File: src/rtl/booth4_mul_engine.sv
// booth4_mul_engine: radix-4 Booth multiplier streaming operand pairs from two FIFOs into a result FIFO.
// Optional MUL_ZERO_SKIP_EN: a pair with a zero operand bypasses EXEC and writes 0.
module booth4_mul_engine #(
    parameter int WIDTH = 16,
    parameter int CNT_W = 4
) (
    input  logic               clk,
    input  logic               reset_n,
    input  logic               op_start,
    input  logic               op_clear,
    input  logic               signed_mode,
    input  logic [CNT_W-1:0]   fifo_count0,
    input  logic [CNT_W-1:0]   fifo_count1,
    input  logic               out_full,
    input  logic [WIDTH-1:0]   multiplicand,
    input  logic [WIDTH-1:0]   multiplier,
    output logic               fifo_re,
    output logic               fifo_we,
    output logic [2*WIDTH-1:0] din_result,
    output logic               op_done,
    output logic               op_err
);
    localparam int HW = WIDTH + 3;
    localparam int LW = WIDTH + 2;
    localparam int AW = HW + LW;
    localparam int BW = WIDTH + 3;
    localparam int CW = $clog2(WIDTH / 2 + 2);
    localparam logic [CW-1:0] LAST_S = CW'(WIDTH / 2 - 1);
    localparam logic [CW-1:0] LAST_U = CW'(WIDTH / 2);

    typedef enum logic [2:0] {IDLE, POP, LOAD, EXEC, WRITE, DONE} state_t;
    state_t state, state_nxt;

    logic [HW-1:0]      mcand;
    logic [BW-1:0]      booth;
    logic [AW-1:0]      acc;
    logic [CW-1:0]      cnt;
    logic               sgn;
    logic [HW-1:0]      pp;
    logic [HW-1:0]      hi_sum;
    logic [AW-1:0]      acc_shift;
    logic [2*WIDTH-1:0] result;
    logic               last;
    logic               zero_skip;

`ifdef MUL_ZERO_SKIP_EN
    assign zero_skip = (multiplicand == '0) || (multiplier == '0);
`else
    assign zero_skip = 1'b0;
`endif

    always_comb begin
        pp = '0;
        case (booth[2:0])
            3'b001, 3'b010: pp = mcand;
            3'b011:         pp = mcand << 1;
            3'b100:         pp = -(mcand << 1);
            3'b101, 3'b110: pp = -mcand;
            default:        pp = '0;
        endcase
    end

    // Lower half is WIDTH+2 bits so the unsigned extra step leaves the product exactly at bit 0.
    assign hi_sum    = acc[AW-1:LW] + pp;
    assign acc_shift = $signed({hi_sum, acc[LW-1:0]}) >>> 2;
    assign result    = sgn ? acc_shift[2*WIDTH+1:2] : acc_shift[2*WIDTH-1:0];
    assign last      = cnt == (sgn ? LAST_S : LAST_U);
    assign op_done   = state == DONE;

    always_comb begin
        state_nxt = state;
        fifo_re   = 1'b0;
        fifo_we   = 1'b0;
        case (state)
            IDLE:  state_nxt = op_start ? POP : IDLE;
            POP: begin
                if (fifo_count0 == '0 || fifo_count1 == '0) begin
                    state_nxt = DONE;
                end else begin
                    state_nxt = LOAD;
                    fifo_re   = 1'b1;
                end
            end
            LOAD:  state_nxt = zero_skip ? WRITE : EXEC;
            EXEC:  state_nxt = last ? WRITE : EXEC;
            WRITE: begin
                if (!out_full) begin
                    fifo_we   = 1'b1;
                    state_nxt = POP;
                end
            end
            default: state_nxt = state;
        endcase
        if (op_clear) begin
            state_nxt = IDLE;
            fifo_re   = 1'b0;
            fifo_we   = 1'b0;
        end
    end

    always_ff @(posedge clk or negedge reset_n) begin
        if (!reset_n) state <= IDLE;
        else          state <= state_nxt;
    end

    always_ff @(posedge clk or negedge reset_n) begin
        if (!reset_n) begin
            mcand      <= '0;
            booth      <= '0;
            acc        <= '0;
            cnt        <= '0;
            sgn        <= 1'b0;
            din_result <= '0;
            op_err     <= 1'b0;
        end else if (op_clear) begin
            acc        <= '0;
            cnt        <= '0;
            din_result <= '0;
            op_err     <= 1'b0;
        end else begin
            case (state)
                IDLE: begin
                    acc <= '0;
                    cnt <= '0;
                end
                POP: if ((fifo_count0 == '0) != (fifo_count1 == '0)) op_err <= 1'b1;
                LOAD: begin
                    mcand <= signed_mode ? {{3{multiplicand[WIDTH-1]}}, multiplicand}
                                         : {3'b000, multiplicand};
                    booth <= {signed_mode ? {2{multiplier[WIDTH-1]}} : 2'b00, multiplier, 1'b0};
                    sgn   <= signed_mode;
                    acc   <= '0;
                    cnt   <= '0;
                    if (zero_skip) din_result <= '0;
                end
                EXEC: begin
                    acc   <= acc_shift;
                    booth <= $signed(booth) >>> 2;
                    cnt   <= cnt + 1'b1;
                    if (last) din_result <= result;
                end
                default: ;
            endcase
        end
    end
endmodule

File: config.mk
export PLATFORM = sky130hd
export DESIGN_NAME = booth4_mul_engine
export DESIGN_NICKNAME = d
export VERILOG_FILES = /design/src/rtl/booth4_mul_engine.sv
export SDC_FILE = /design/constraint.sdc
export NUM_CORES = 1
export LEC_CHECK = 0
export ABC_AREA = 1
export BUFFER_PORTS_ARGS = -buffer_cell sky130_fd_sc_hd__buf_2
export CAP_MARGIN = 20
export CORE_MARGIN = 2
export CORE_UTILIZATION = 42
export CTS_CLUSTER_SIZE = 25
export DETAILED_ROUTE_END_ITERATION = 10
export MAX_ROUTING_LAYER = met4
export PLACE_DENSITY = 0.69
export SLEW_MARGIN = 20
export SYNTH_ARGS = -nofsm -noshare
export SYNTH_HDL_FRONTEND = slang
export SYNTH_SLANG_ARGS = --single-unit
File: constraint.sdc
create_clock -name clk -period 6.95 [get_ports clk]
set_input_delay 0 -clock clk [delete_from_list [all_inputs] [get_ports clk]]
set_output_delay 0 -clock clk [all_outputs]
set_load 0.01 [all_outputs]
# Yosys cells after proc, flatten, opt, wreduce, memory -nomap -nowiden

Cells that the tools add are included.

Register bits: 116
Bits in latches: 0
RAM bits: 0
Memory bits (read-only): 0
Memories: 0

Add/sub/neg operators: 4
$mul: 0
Divide/modulo/power cells: 0
$lt $le $gt $ge: 0
Equality and inequality tests: 14
Shift operators: 0
Mux-type cells: 28
Bitwise logic cells: 2
Reduce and logical (&&, ||, !) cells: 20

Operator list:

| kind                                                | count |
|---|---|
| 2-to-1 mux 32 bit                                   | 4 |
| one-hot mux 19 bit (4 select lines)                 | 1 |
| one-hot mux 37 bit (2 select lines)                 | 1 |
| negator 19 bit                                      | 2 |
| one-hot mux 19 bit (2 select lines)                 | 1 |
| 2-to-1 mux 37 bit                                   | 1 |
| adder 19 bit                                        | 1 |
| 2-to-1 mux 19 bit                                   | 1 |
| equality test 3 bit, second input constant          | 5 |
| one-hot mux 3 bit (5 select lines)                  | 1 |
| equality test 3 x 2 -> 1 bit, second input constant | 4 |
| 2-to-1 mux 3 bit                                    | 4 |
| 2-to-1 mux 1 bit                                    | 10 |
| AND reduction 2 bit                                 | 5 |
| nonzero test 2 bit                                  | 5 |
| zero test 4 bit                                     | 2 |
| 2-to-1 mux 4 bit                                    | 2 |
| one-hot mux 4 bit (2 select lines)                  | 1 |
| equality test 3 x 1 -> 1 bit, second input constant | 2 |
| nonzero test 6 bit                                  | 1 |
| OR reduction 2 bit                                  | 3 |
| adder 4 x 1 -> 4 bit, second input constant         | 1 |
| equality test 4 bit                                 | 1 |
| zero test 3 bit                                     | 1 |
| 7 further kinds                                     | 8 |

# Longest topological paths before layout

Gate-level depths: netlist (run 1).

Depth after elaboration: 8
Mapped depth: 22

# Worst setup path before layout (run 1)

No wires, ideal clock.

Path type: register to register
Start point: register mcand[0]
End point: register acc[29]
Library setup time: 0.121 ns
Arrival time: 2.494 ns
Data required time: 6.829 ns
Slack: 4.335 ns
Cell stages (with the launch flop): 18
Buffers on the path: 0
Path through: dfrtp_1 inv_1 ha_1 nand2_1 nor2_4 nand3_2 nor2_2 xor2_1 nand2_1 o2111ai_1 ha_1 a21oi_1 o21ai_0 a21oi_1 nand2_1 nand2_1 nand2_1 a22o_1

Longest elaborated chain between the ends: 5
Elaborated cells on any way between the ends: 6
Those cells by class: 3 x add/sub; 3 x mux

RTL lines:

| element                               | line   | source |
|---|---|---|
| start: declaration                    | 34     | `logic [HW-1:0] mcand;` |
| start signal: assignment              | 128    | `mcand <= signed_mode ? {{3{multiplicand[WIDTH-1]}}, multiplicand}` |
| negator 19 bit (on tied branches)     | 58, 57 |  |
| one-hot mux 19 bit (4 select lines) * | 54     | `case (booth[2:0])` |
| adder 19 bit *                        | 64     | `assign hi_sum = acc[AW-1:LW] + pp;` |
| one-hot mux 37 bit (2 select lines) * | 121    | `case (state)` |
| 2-to-1 mux 37 bit *                   | 115    | `end else if (op_clear) begin` |
| end signal: assignment                | 137    | `acc <= acc_shift;` |
| end: declaration                      | 36     | `logic [AW-1:0] acc;` |

Every way passes the cells marked *; elsewhere a longest branch is shown, timed or not.
A chain may end at the register's enable or synchronous reset.

# Final worst setup path (run 1)

Start point: register mcand[1]
End point: register din_result[28]

Longest elaborated chain between the ends: 7
Elaborated cells on any way between the ends: 8
Those cells by class: 3 x add/sub; 5 x mux

RTL lines:

| element                               | line   | source |
|---|---|---|
| negator 19 bit (on tied branches)     | 58, 57 |  |
| one-hot mux 19 bit (4 select lines) * | 54     |  |
| adder 19 bit *                        | 64     |  |
| 2-to-1 mux 32 bit *                   | 66     | `assign result = sgn ? acc_shift[2*WIDTH+1:2] : acc_shift[2*WIDTH-1:0];` |
| 2-to-1 mux 32 bit *                   | 140    | `if (last) din_result <= result;` |
| 2-to-1 mux 32 bit *                   | 121    |  |
| 2-to-1 mux 32 bit *                   | 115    |  |
| end signal: assignment                | 140    |  |
| end: declaration                      | 19     | `output logic [2*WIDTH-1:0] din_result,` |

Every way passes the cells marked *; elsewhere a longest branch is shown, timed or not. The select of a mux whose other input is x is not followed.

==> results of run 1 <==
power by group through the flow:
stage | Clock [mW] | Sequential [mW] | Combinational, mW
detailed placement | 0 | 0.859 | 1.31
finish | 0.544 | 0.849 | 1.34
global placement | 0 | 0.856 | 1.30
floorplan | 0 | 0.838 | 1.01
global route | 0.579 | 0.865 | 1.53
CTS | 0.559 | 0.847 | 1.33
cells in the final DEF, fill, tap and decap left out, types with 4 or more instances in the layout:
cell type,instances
o21ai_0,84
buf_2,80
xor2_1,11
nand2_1,251
buf_4,4
inv_2,12
nor2_1,61
o21ai_1,25
inv_1,87
nand3_1,58
dlygate4sd3_1,36
nand2_2,7
o22ai_1,27
a22o_1,4
clkbuf_16,9
ha_1,21
xnor2_1,7
a21oi_1,31
o21ai_2,4
nor2_4,5
o211ai_1,4
dfrtp_1,110
o2111ai_1,8
nand3_2,4
nor2_2,4
nand4_1,5
synth_stat cells (6+ instances only):
cell | number | share of area
a21oi_1 | 31 | 0.023
buf_2 | 15 | 0.011
buf_6 | 6 | 0.010
clkbuf_1 | 8 | 0.0045
dfrtp_1 | 110 | 0.41
ha_1 | 21 | 0.040
inv_1 | 87 | 0.049
inv_2 | 12 | 0.0068
nand2_1 | 251 | 0.14
nand2_2 | 7 | 0.0066
nand3_1 | 58 | 0.044
nor2_1 | 61 | 0.034
o2111ai_1 | 8 | 0.011
o21ai_0 | 84 | 0.063
o21ai_1 | 25 | 0.019
o22ai_1 | 27 | 0.025
xnor2_1 | 7 | 0.0092
xor2_1 | 11 | 0.015
logic make-up after synthesis:
kind of cell | synth area share
AO/OA/AOI/OAI | 0.169
XOR/XNOR | 0.0237
adder cells (fa/ha/maj) | 0.0426
buffers and inverters | 0.0825
flip-flops | 0.414
AND/OR/NAND/NOR | 0.268
metrics by stage:
step | std cells | setup slack [ps] | power [mW]
6_report | 1203 | 3760 | 2.74
4_1_cts | 1203 | 3820 | 2.74
3_5_place_dp | 1151 | 3840 | 2.17
2_1_floorplan | 886 | 4340 | 1.85
5_1_grt | 1203 | 3480 | 2.97
3_3_place_gp | 1151 | 3880 | 2.16
final timing paths:
path	to	start	cells past startpoint	slack (ps)
min in group asynchronous	din_result[5]	reset_n	2	120
worst max register to register	din_result[28]	mcand[1]	17	3760
worst max-delay path	din_result[28]	mcand[1]	17	3760
worst min register to register	din_result[25]	din_result[25]	2	480
worst min-delay path	state[2]	out_full	5	30
max in group asynchronous	mcand[8]	reset_n	3	5550
flip-flops by register name (all words and copies together) (netlist names):
register and cells:
acc 33, booth 19, cnt 4, din_result 32, mcand 17, op_err 1
sgn 1, state 3
layout make-up:
type | instances | share of cell area
Multi-Input combinational cell | 647 | 0.426
Clock buffer | 9 | 0.0287
Tap cell | 211 | 0.0337
Clock inverter | 7 | 0.0115
Sequential cell | 110 | 0.351
Inverter | 99 | 0.0474
Timing Repair Buffer | 120 | 0.101
routing by layer:
| metal | share of wire | vias to the layer above |
|---|---|---|
| met1 | 0.50 | 2739 |
| met2 | 0.43 | 163 |
| met3 | 0.056 | 12 |
| met5 | 0 | - |
| met4 | 0.012 | 0 |
| li1 | - | 3131 |
repair_timing:
action,CTS,global route
hold buffers,36,0
resized for setup,0,0
endpoints found under the hold margin,73,0
tightest hold or removal path, delay by kind of cell:
family | cells | cell delay [ps]
simple gates | 2 | 160
compound gates | 1 | 80
buf+inv | 2 | 120
==> impl_metrics.tcl, run 1 <==
set metrics [dict create \
    met3_usage 0.0414 \
    die_w_um 130 \
    avgSynthCellArea_um2 7.50 \
    synth-main-ff-cell "dfrtp_1" \
    crit_arrival_ps 3480 \
    stdcell_area_um2 7840 \
    cts_buffers 9 \
    swShare 0.455 \
    drive_above_1_share 0.141 \
    antenna_found_initial 0 \
    critPathTopFamily "simple AND/OR/NAND/NOR gates" \
    netlist_area_um2 6640 \
    portBuffers 81 \
    start_util 0.434 \
    gp_routability_congestion 0.911 \
    seq_area_frac_synth 0.414 \
    async_reset_ff_frac 1.00 \
    clockPowerShare 0.199 \
    endpoint_kind "flip-flop" \
    regArea_um2 2750 \
    first_pass_iters 5 \
    grt_busiest_layer "met2" \
    crit_path_cell_trace "inv_1 > ha_1 > nand2_1 > nor2_4 > nand3_2 > nor2_2 > nand2_1 > nand3_1 > o2111ai_1 > ha_1 > a21oi_1 > o21ai_0 > a21oi_1 > nand3_1 > nand3_1 > nand2_1 > o21ai_2" \
    period_minus_slack_ps 3190 \
    wl_per_cell_um 13.8 \
    grt_usage 0.216 \
    pwr-share-comb 0.491 \
    cp.required_ps 7250 \
    post_cts_buffers 0 \
    power.switching_mw 1.25 \
    dp_hpwl_um 12000 \
    syn2layout_area_growth_pct 18.0 \
    grt_max_degree 76 \
    finalWirelength_um 16600 \
    cap_violations 0 \
    root_buffer "clkbuf_16" \
    post-route-period-util 0.458 \
    grt_overflow_total 0 \
    slowest_delay_ps 400 \
    synth_cells 886 \
    synth_edf_count 0 \
    clk-insertion-delay-late_ps 360 \
    hold_class "input pin to flip-flop" \
    critPathMaxFanout 5 \
    num_antenna_cells 0 \
    power.share.sequential 0.310 \
    place_area_um2 7160 \
    grt_pass1_wl_um 28000 \
    ant_nets 0 \
    power.density_nw_per_um2 349 \
    start_kind "flip-flop" \
    fill_cells 1560 \
    p_leak_nw 3.89 \
    vias 6045 \
    hold_slack_ps 31.4 \
    synth.distinct_cells 43 \
    slew-limit-headroom 0.397 \
    cp_slowest_cell "ha_1" \
    rsz0062_at_grt "false" \
    fmax_mhz 314 \
    finClkSkew_ps 9.38 \
    fp.dieH_um 130 \
    cts_tree "done" \
    use_met2 0.321 \
    power.internal_mw 1.49 \
    use_met1 0.306 \
    drc 0 \
    first_iter_violations 442 \
    dieArea_um2 16800 \
    critPathKind "flip-flop to flip-flop" \
    drv_slew 0 \
    final-setup-viol-count 0 \
    cts.sinks 110 \
    fin_setup_tns_ps 0 \
    path_clk_slew_ps 80 \
    finalHoldViolCount 0 \
    grt_pass1_vias 5741 \
    core_area_um2 15300 \
    ir_drop_mv 0.228 \
    clockBufferDepth 2 \
    yosysWarnings 0 \
    io_pins 82 \
    final_core_util 0.512 \
    synth_seq_cells 110 \
    crit_buf_inv 1 \
    synth_nets 954 \
    viasPerCell 5.02 \
    worstMarginPinSlew_ps 904 \
    rows 45 \
    multiInputGateArea_um2 3340 \
    htree_levels 3 \
    outcome "complete, no violations" \
    nets 1055 \
]
No activity file was read; power rests on OpenSTA's default activity.
==> run 2, diff against run 1 <==
==> constraint.sdc (replaced) <==
create_clock -name clk -period 3.3 [get_ports clk]
set_input_delay 0 -clock clk [delete_from_list [all_inputs] [get_ports clk]]
set_output_delay 0 -clock clk [all_outputs]
set_load 0.01 [all_outputs]
==> run 2 against run 1 <==
Setup slack worse by 3500 ps. Hold slack worse by 20 ps. Cell count up 0.58%. Critical endpoint is now din_result[22]. Sequential cell count unchanged. Critical path depth down 1. Register-to-register slack worse by 3500 ps. First-iteration DRC count down 14%. Clock skew up 3.5 ps. Die area unchanged.
==> impl_metrics.tcl, run 2 (synthesis gave the netlist of run 1 again) <==
set metrics [dict create \
    outcome "complete, no violations" \
    root_buffer "clkbuf_16" \
    place_area_um2 7190 \
    drc 0 \
    portBuffers 81 \
    die_w_um 130 \
    first_pass_iters 5 \
    rsz0062_at_grt "true" \
    finClkSkew_ps 12.8 \
    reg.largest.list "acc x33, din_result x32, booth x19" \
    largest_reg_flops 33 \
    grt_overflow_total 0 \
    finalHoldViolCount 0 \
    htree_levels 3 \
    final-setup-viol-count 0 \
    worstMarginPinSlew_ps 692 \
    cap_violations 0 \
    cts.sinks 110 \
    post-route-period-util 0.926 \
    power.switching_mw 2.71 \
    grt_max_degree 50 \
    syn2layout_area_growth_pct 19.4 \
    hold_class "input pin to flip-flop" \
    final_common_cell "nand2_1" \
    dp_hpwl_um 12100 \
    pwr-share-comb 0.505 \
    met3_usage 0.0406 \
    critPathTopFamily "compound AO/OA/AOI/OAI gates" \
    swShare 0.457 \
    start_util 0.434 \
    fin_setup_tns_ps 0 \
    cp_common_cell "nand2_1" \
    num_antenna_cells 0 \
    power.density_nw_per_um2 749 \
    slew-limit-headroom 0.538 \
    drive_above_1_share 0.160 \
    io_pins 82 \
    gp_routability_congestion 0.902 \
    power.internal_mw 3.22 \
    antenna_found_initial 0 \
    nets 1062 \
    stdcell_area_um2 7930 \
    crit_path_cell_trace "inv_1 > ha_2 > nand2_1 > o21ai_0 > o22ai_1 > a21oi_1 > o21ai_0 > ha_1 > a21oi_1 > nor2_1 > nor2_1 > nand2_1 > xnor2_1 > nand2_1 > nand3_1 > nand2_1" \
    top_register "acc" \
    endpoint_kind "flip-flop" \
    critPathMaxFanout 4 \
    period_minus_slack_ps 3060 \
    rows 45 \
    final_cell_mix "250 x nand2_1, 110 x dfrtp_1, 85 x inv_1" \
    grt_pass1_wl_um 27900 \
    fin_total_pwr_mw 5.94 \
    ant_nets 0 \
    dieArea_um2 16800 \
    finalNonFillerCells 1210 \
    first_iter_violations 382 \
    wl_per_cell_um 13.9 \
    path_clk_slew_ps 80 \
    cts_tree "done" \
    fp.dieH_um 130 \
    crit_buf_inv 1 \
    clockPowerShare 0.194 \
    power.share.sequential 0.301 \
    slowest_delay_ps 370 \
    vias 6234 \
    fill_cells 1521 \
    cts_buffers 9 \
    ir_drop_mv 0.519 \
    grt_usage 0.214 \
    use_met1 0.299 \
    use_met2 0.320 \
    start_kind "flip-flop" \
    grt_pass1_vias 5699 \
    core_area_um2 15300 \
    cp_slowest_cell "dfrtp_1" \
    p_leak_nw 3.93 \
    critPathKind "flip-flop to flip-flop" \
    fmax_mhz 327 \
    cp.required_ps 3560 \
    crit_arrival_ps 3310 \
    clk-insertion-delay-late_ps 360 \
    clockBufferDepth 2 \
    dp_cells 1155 \
    viasPerCell 5.15 \
    finalWirelength_um 16800 \
    grt_busiest_layer "met2" \
    drv_slew 0 \
]
==> run 2: layout make-up <==
cell class / instances / area (µm²) / area share
inverter: 99 / 372 / 0.0468
clock buffer: 9 / 225 / 0.0284
clock inverter: 7 / 91.3 / 0.0115
timing repair buffer: 127 / 843 / 0.106
sequential: 110 / 2750 / 0.347
multi-input combinational: 647 / 3380 / 0.427
tap: 211 / 264 / 0.0333
==> run 2: metrics by stage <==
step	hold WS, ps	util	worst slack (ps)
CTS	4.46	0.514	120
finish	10.9	0.518	243
global placement	53.9	0.470	158
floorplan	-296	-	685
global route	58.3	0.518	-43.5
detailed placement	60.2	0.470	128
==> run 2: timing repair <==
action                                  4_1_cts  5_1_grt
resized for setup                             0       17
buffers inserted                              0        3
hold buffers                                 36        0
hold endpoints to repair                     85        0
endpoints found under the setup margin        0       17
==> run 2: power by group through the flow <==
stage / Clock (mW) / Sequential [mW] / Combinational (mW)
after floorplan: 0 / 1.77 / 2.12
after detailed placement: 0 / 1.81 / 2.81
after global routing: 1.23 / 1.82 / 3.37
after CTS: 1.18 / 1.79 / 2.86
final: 1.15 / 1.79 / 3.00
after global placement: 0 / 1.81 / 2.80
==> run 2: final timing paths <==
| kind | from | endpoint | slack, ps | cells past startpoint |
|---|---|---|---|---|
| min reg2reg | din_result[30] | din_result[30] | 480 | 2 |
| min in group asynchronous | reset_n | din_result[3] | 190 | 2 |
| max in group asynchronous | reset_n | mcand[12] | 2200 | 3 |
| max reg2reg | mcand[1] | din_result[22] | 240 | 16 |
| min | out_full | state[2] | 10 | 5 |
| max | mcand[1] | din_result[22] | 240 | 16 |
==> run 2: metal layers <==
metal / routed length, µm / share of wire / vias up
li1: - / - / 3152
met1: 8410 / 0.50 / 2903
met2: 7340 / 0.44 / 159
met3: 830 / 0.049 / 20
met4: 250 / 0.015 / 0
met5: 0 / 0 / -
==> run 2: tightest hold or removal path: stages <==
cell     delay (ps)
buf_2            70
inv_1            30
nand2_1          90
nand2_1          70
o21ai_0          70
